File: config.mk
export PLATFORM = sky130hd
export DESIGN_NAME = mem_arbiter
export DESIGN_NICKNAME = d
export VERILOG_FILES = /design/src/rtl/mem_arbiter.sv
export SDC_FILE = /design/constraint.sdc
export NUM_CORES = 1
export LEC_CHECK = 0
export BUFFER_PORTS_ARGS = -buffer_cell sky130_fd_sc_hd__buf_4
export CORE_MARGIN = 10
export CORE_UTILIZATION = 40
export CTS_CLUSTER_DIAMETER = 80
export CTS_CLUSTER_SIZE = 16
export DETAILED_ROUTE_END_ITERATION = 10
export HOLD_SLACK_MARGIN = 0.05
export PLACE_DENSITY = 0.84
export SLEW_MARGIN = 15
export SYNTH_ARGS = -nofsm -noshare
export SYNTH_HDL_FRONTEND = slang
export SYNTH_SLANG_ARGS = --single-unit
File: constraint.sdc
create_clock -name clk -period 2 [get_ports clk]
set_input_delay 0.3 -clock clk [delete_from_list [all_inputs] [get_ports clk]]
set_output_delay 0.3 -clock clk [all_outputs]
set_load 0.03 [all_outputs]
File: src/rtl/mem_arbiter.sv
// mem_arbiter: shares one fixed-latency memory port between instruction fetch
// and load/store. Data wins by default. A consecutive-grant counter stops a
// stream of data accesses from locking fetch out indefinitely.
module mem_arbiter #(
  parameter int ADDR_W       = 32,
  parameter int DATA_W       = 32,
  parameter int MEM_LAT      = 2,
  parameter int MAX_D_CONSEC = 4
) (
  input  logic              clk,
  input  logic              rst,
  input  logic              i_req,
  input  logic [ADDR_W-1:0] i_addr,
  output logic [DATA_W-1:0] i_rdata,
  output logic              i_ready,
  input  logic              d_req,
  input  logic              d_we,
  input  logic [ADDR_W-1:0] d_addr,
  input  logic [DATA_W-1:0] d_wdata,
  output logic [DATA_W-1:0] d_rdata,
  output logic              d_ready,
  output logic              mem_en,
  output logic              mem_we,
  output logic [ADDR_W-1:0] mem_addr,
  output logic [DATA_W-1:0] mem_wdata,
  input  logic [DATA_W-1:0] mem_rdata,
  output logic              busy
);

  localparam int CNT_W = $clog2(MEM_LAT + 1);
  localparam int DC_W  = $clog2(MAX_D_CONSEC + 1);

  typedef enum logic [1:0] {IDLE, ISSUE, WAIT, RESP} state_t;

  state_t            state, nxt;
  logic [CNT_W-1:0]  cnt;
  logic [DC_W-1:0]   d_cnt;
  logic              sel_d;    // 1: current access belongs to the data port
  logic              we_q;     // current access is a store
  logic              grant;
  logic              grant_d;

  // Next-state and arbitration decision; arbitration only matters in IDLE.
  always_comb begin
    nxt     = state;
    grant   = 1'b0;
    grant_d = 1'b0;
    case (state)
      IDLE: begin
        if (i_req || d_req) begin
          nxt     = ISSUE;
          grant   = 1'b1;
          // Data wins unless fetch is pending and the data streak is used up.
          grant_d = d_req && (!i_req || (d_cnt < DC_W'(MAX_D_CONSEC)));
        end
      end
      ISSUE:   nxt = WAIT;
      WAIT:    if (cnt == CNT_W'(1)) nxt = RESP;
      RESP:    nxt = IDLE;
      default: nxt = IDLE;
    endcase
  end

  // State register.
  always_ff @(posedge clk) begin
    if (rst) state <= IDLE;
    else     state <= nxt;
  end

  // Registered outputs, request latch, latency counter and data-streak count.
  always_ff @(posedge clk) begin
    if (rst) begin
      i_rdata   <= '0;
      d_rdata   <= '0;
      i_ready   <= 1'b0;
      d_ready   <= 1'b0;
      mem_en    <= 1'b0;
      mem_we    <= 1'b0;
      mem_addr  <= '0;
      mem_wdata <= '0;
      busy      <= 1'b0;
      cnt       <= '0;
      d_cnt     <= '0;
      sel_d     <= 1'b0;
      we_q      <= 1'b0;
    end else begin
      // Strobes and the memory bus default low; only ISSUE drives the bus.
      mem_en    <= 1'b0;
      mem_we    <= 1'b0;
      mem_addr  <= '0;
      mem_wdata <= '0;
      i_ready   <= 1'b0;
      d_ready   <= 1'b0;
      busy      <= (nxt != IDLE);
      case (state)
        IDLE: begin
          if (grant) begin
            sel_d     <= grant_d;
            we_q      <= grant_d & d_we;
            mem_en    <= 1'b1;
            mem_we    <= grant_d & d_we;
            mem_addr  <= grant_d ? d_addr : i_addr;
            mem_wdata <= grant_d ? d_wdata : '0;
            // Streak only grows while fetch is actually being held off.
            if (grant_d) d_cnt <= i_req ? d_cnt + 1'b1 : '0;
            else         d_cnt <= '0;
          end
        end
        ISSUE: cnt <= CNT_W'(MEM_LAT);
        WAIT: begin
          cnt <= cnt - 1'b1;
          if (cnt == CNT_W'(1)) begin
            if (!sel_d)     i_rdata <= mem_rdata;
            else if (!we_q) d_rdata <= mem_rdata;
            i_ready <= !sel_d;
            d_ready <= sel_d;
          end
        end
        default: ;
      endcase
    end
  end

endmodule

Yosys cells after proc, flatten, opt, wreduce, memory -nomap -nowiden
Cells that the tools add are included.
{"block": "word_totals", "elab_cells": 56, "ram_bits": 0, "ff_bits": 142, "mem_count": 0, "inputBits": 133, "latch_bits": 0, "mem_bits_ro": 0}
{"block": "op_classes", "magnitude_cmp": 1, "bitwise": 8, "mul": 0, "n_reduce_logical": 15, "addsub": 2, "mux": 12, "n_div": 0, "eq_ne": 4, "shift": 0}
{"cell": "$mux 32", "count": 1}
{"cell": "$pmux 2 s4", "count": 1}
{"cell": "$not 1->1", "count": 7}
{"cell": "$mux 3", "count": 2}
{"cell": "$reduce_or 3->1", "count": 2}
{"cell": "$mux 1", "count": 5}
{"cell": "$eq 2x1->1 const B", "count": 2}
{"cell": "$eq 2x2->1 const B", "count": 2}
{"cell": "$mux 2", "count": 2}
{"cell": "$pmux 2 s2", "count": 1}
{"cell": "$reduce_and 4->1", "count": 1}
{"cell": "$reduce_bool 2->1", "count": 2}
{"cell": "$reduce_or 4->1", "count": 1}
{"cell": "$add 3x1->3 const B", "count": 1}
{"cell": "$lt 3x3->1 const B", "count": 1}
{"cell": "$reduce_and 3->1", "count": 1}
{"cell": "$logic_not 1->1", "count": 2}
{"cell": "$logic_not 2->1", "count": 1}
{"cell": "$logic_or 1x1->1", "count": 2}
{"cell": "$reduce_and 2->1", "count": 1}
{"cell": "$reduce_or 2->1", "count": 1}
{"cell": "$sub 2x1->2 const B", "count": 1}
{"cell": "$and 1x1->1", "count": 1}
{"cell": "$logic_and 1x1->1", "count": 1}

Logic depth before layout (Yosys ltp)
{"block": "logic_depth", "depth_word": 7, "mapped_depth": 8, "mapped_depth_nobuf": 5}

Worst setup path before layout
OpenSTA, ideal clock, no wires.
{"block": "synth_timing", "path_kind": "register to register", "start": "reg state[0]", "end": "reg d_rdata[2]", "t_arrival_ns": 1.278, "setup_slack_ns": 0.590, "stages_incl_launch_ff": 9, "path_cell_list": "dfxtp_1 -> inv_1 -> ha_1 -> buf_2 -> and4b_1 -> buf_2 -> buf_2 -> nand2_1 -> a21oi_1"}
{"block": "synth_via", "elab_chain_cells": 2}
{"item": "start, declared", "line_no": "35", "text": "state_t state, nxt;"}
{"item": "start signal, assigned", "line_no": "67", "text": "else state <= nxt;"}
{"item": "$eq 2x2->1", "line_no": "95", "text": "case (state)"}
{"item": "$reduce_and 4->1 (no source line)"}
{"item": "end signal, assigned", "line_no": "114", "text": "else if (!we_q) d_rdata <= mem_rdata;"}
{"item": "end, declared", "line_no": "20", "text": "output logic [DATA_W-1:0] d_rdata,"}
No other way between the ends.
A chain may end at the register's enable or synchronous reset.

Final worst setup path
{"block": "layout_timing", "start": "reg state[0]", "end": "reg mem_we"}
{"block": "layout_via", "elab_chain_cells": 4, "elab_cells_between_ends": 7, "cone_classes": "mux: 2; bitwise: 3; reduce/logical: 2"}
{"item": "$logic_not 2->1 *", "line_no": "48, 95"}
{"item": "$mux 1", "line_no": "48", "text": "case (state)"}
{"item": "$not 1->1 (no source line)"}
{"item": "$reduce_or 3->1 (no source line)"}
{"item": "end signal, assigned", "line_no": "101", "text": "mem_we <= grant_d & d_we;"}
{"item": "end, declared", "line_no": "23", "text": "output logic mem_we,"}
Every way passes the cells marked *; elsewhere a longest branch is shown, timed or not.

==> out/results.txt <==
clock tree sinks = 142
Top FF cell, synth = dfxtp_1
Seq cells post-synth = 142
Core ar. = 0.0120 sq mm
fin crit period = 1.65 ns
1st-iter DRT viols = 210
Worst setup EP type = flop
drt total wl = 16.7 mm
maximum vdd drop = 0.664 mV
Post-route DRC = 0
setup repair bufs after CTS = 0
crit start category = flop
yosys warns = 0
share of cells above drive strength 1 = 38.2%
area leader, netlist = dfxtp_1
Layout area overhead = 54.3%
full die area = 0.0171 sq mm
crit path kind = reg2reg
Site Rows = 40
most common cell in the synthesized netlist = dfxtp_1
NumNets Final = 942
Setup Viol. Count Final = 0
Initial DRT Pass Iterations = 5
H-tree depth = 4
ranking of synthesized cells by area = dfxtp_1 58%, a21oi_1 9.9%, nand2_1 9.9%
post_cts resized = 0
CP Data Arrival Time = 1.99 ns
sequential share of the synthesized area = 58.1%
Final Wtd Congestion = 0.773
hold buffers post-CTS = 0
Hold WS = 0.0839 ns
mean post-synth cell area = 8.86 sq um
crit share post-route = 82.6%
n_diodes = 0
Synth cell types = 37
required time worst endpoint = 2.34 ns
Final Core Density = 62.8%
Mapped Cells = 552
Hold Path Cell Cnt = 2
Post-DP HPWL = 12.5 mm
worst reg2reg path depth = 6
CTS tree = done
Clk Latency, worst-skew pair = 0.41 ns
first-pass GRT wire length = 24.8 mm
via count = 4703
setup TNS = 0 ns
fin. max-slew vios = 0
Post-synth EDFFs = 0
PD cells = 1050 mW/mm^2
initial antenna violation count = 0
I/O Pins = 266
vias in the first global route = 4574
CTS Buf Count = 17
Initial Utilization = 40.7%
fmax = 605 MHz
Die Width = 131 um
Slew HR = 61.6%
Overall Global Routing Usage = 19.0%
post-synth top area share = 58.1%
RSZ-0062 raised after global routing = false
Fin Clk Skew = 0.00655 ns
worst hold-check path type = in2reg
leakage = 3.36 nW
status = completed
Critical Path Fanout Max = 34
Avg Vias per Cell = 4.88
overall power = 7.91 mW
Vert. Die Dim = 131 um
largest net degree at the start of global routing = 55
ys async rst share = 0%
CTS clk-pin slew, worst paths = 0.06 ns
synth cell count leaders = 142 x dfxtp_1, 129 x nand2_1, 97 x a21oi_1
post-synthesis cell area = 0.00489 sq mm
post-DR wirelength/cell = 17.4 um
Slew @ Worst Pin = 0.575 ns
port bufs = 265
Mapped Nets = 689
Hold Fails Final Rpt = 0
clock root buffer = clkbuf_16
maximum clock path buffer count = 2
max_cap viols = 0
grt ovf = 0
Post-DRT Antenna Nets = 0
-- layout make-up --
type | instances | area [sq um]
fill | 1017 | 4460
multi-input combinational | 360 | 1790
clock inverter | 12 | 133
inverter | 7 | 26.3
sequential | 142 | 2840
timing repair buffer | 277 | 2130
clock buffer | 19 | 443
tap | 147 | 184
-- where the power goes --
group	internal [mW]	switching, mW
Clock	1.87	1.21
Combinational	0.691	0.992
Sequential	3.06	0.0839
-- cell usage in the layout (no fill, tap or decap), types with 6 or more instances in the layout --
cell type  instances
a21oi_1           97
dfxtp_1          142
nand3_1           32
and2_1            33
o21ai_0           30
clkbuf_16         17
buf_4            273
nor2_1             7
inv_1              6
nand2_1          129
-- per-stage QoR --
stage | setup WS (ns) | instances | cell area, sq um
floorplan | 0.590 | 552 | 4890
global placement | 0.366 | 933 | 6970
detailed placement | 0.321 | 933 | 6970
CTS | 0.314 | 964 | 7550
global route | 0.134 | 964 | 7550
finish | 0.348 | 964 | 7550
-- state kept, by name, indices dropped and copies added, names as in the netlist, 2 cells and up --
signal	cells
d_rdata	32
i_rdata	32
mem_addr	32
mem_wdata	32
d_cnt	3
cnt	2
state	2
-- logic make-up after synthesis --
family / Yosys count / share of synthesized area [%]
simple gates: 217 / 20.6
flops: 142 / 58.1
compound gates: 138 / 14.7
buf+inv: 50 / 5.29
fa+ha+maj: 4 / 1.02
mux: 1 / 0.205
-- layer usage --
layer | vias up | part of all wire, % | wire length (um) | GRT usage, %
met3 | 21 | 14 | 2340 | 11.6
met4 | 0 | 1.7 | 291 | 7.06
met1 | 2144 | 36 | 6040 | 19.5
li1 | 2331 | - | - | -
met2 | 207 | 48 | 8060 | 30.9
met5 | - | 0 | 0 | 0
-- path summary, 6_finish.rpt --
path | slack [ns] | from | endpoint
worst max-delay path | 0.35 | state[0] | mem_we
worst min-delay path | 0.08 | d_wdata[11] | mem_wdata[11]
worst max register to register | 0.35 | state[0] | mem_we
worst min register to register | 0.45 | i_rdata[10] | i_rdata[10]
-- critical path, cell delays in order, from the launching register on --
cell and delay, ns:
dfxtp_1 0.32, inv_1 0.08, ha_1 0.28, nand2_2 0.22, nor3_4 0.19, buf_4 0.29, nor3b_1 0.21
No activity file was read; power rests on OpenSTA's default activity.
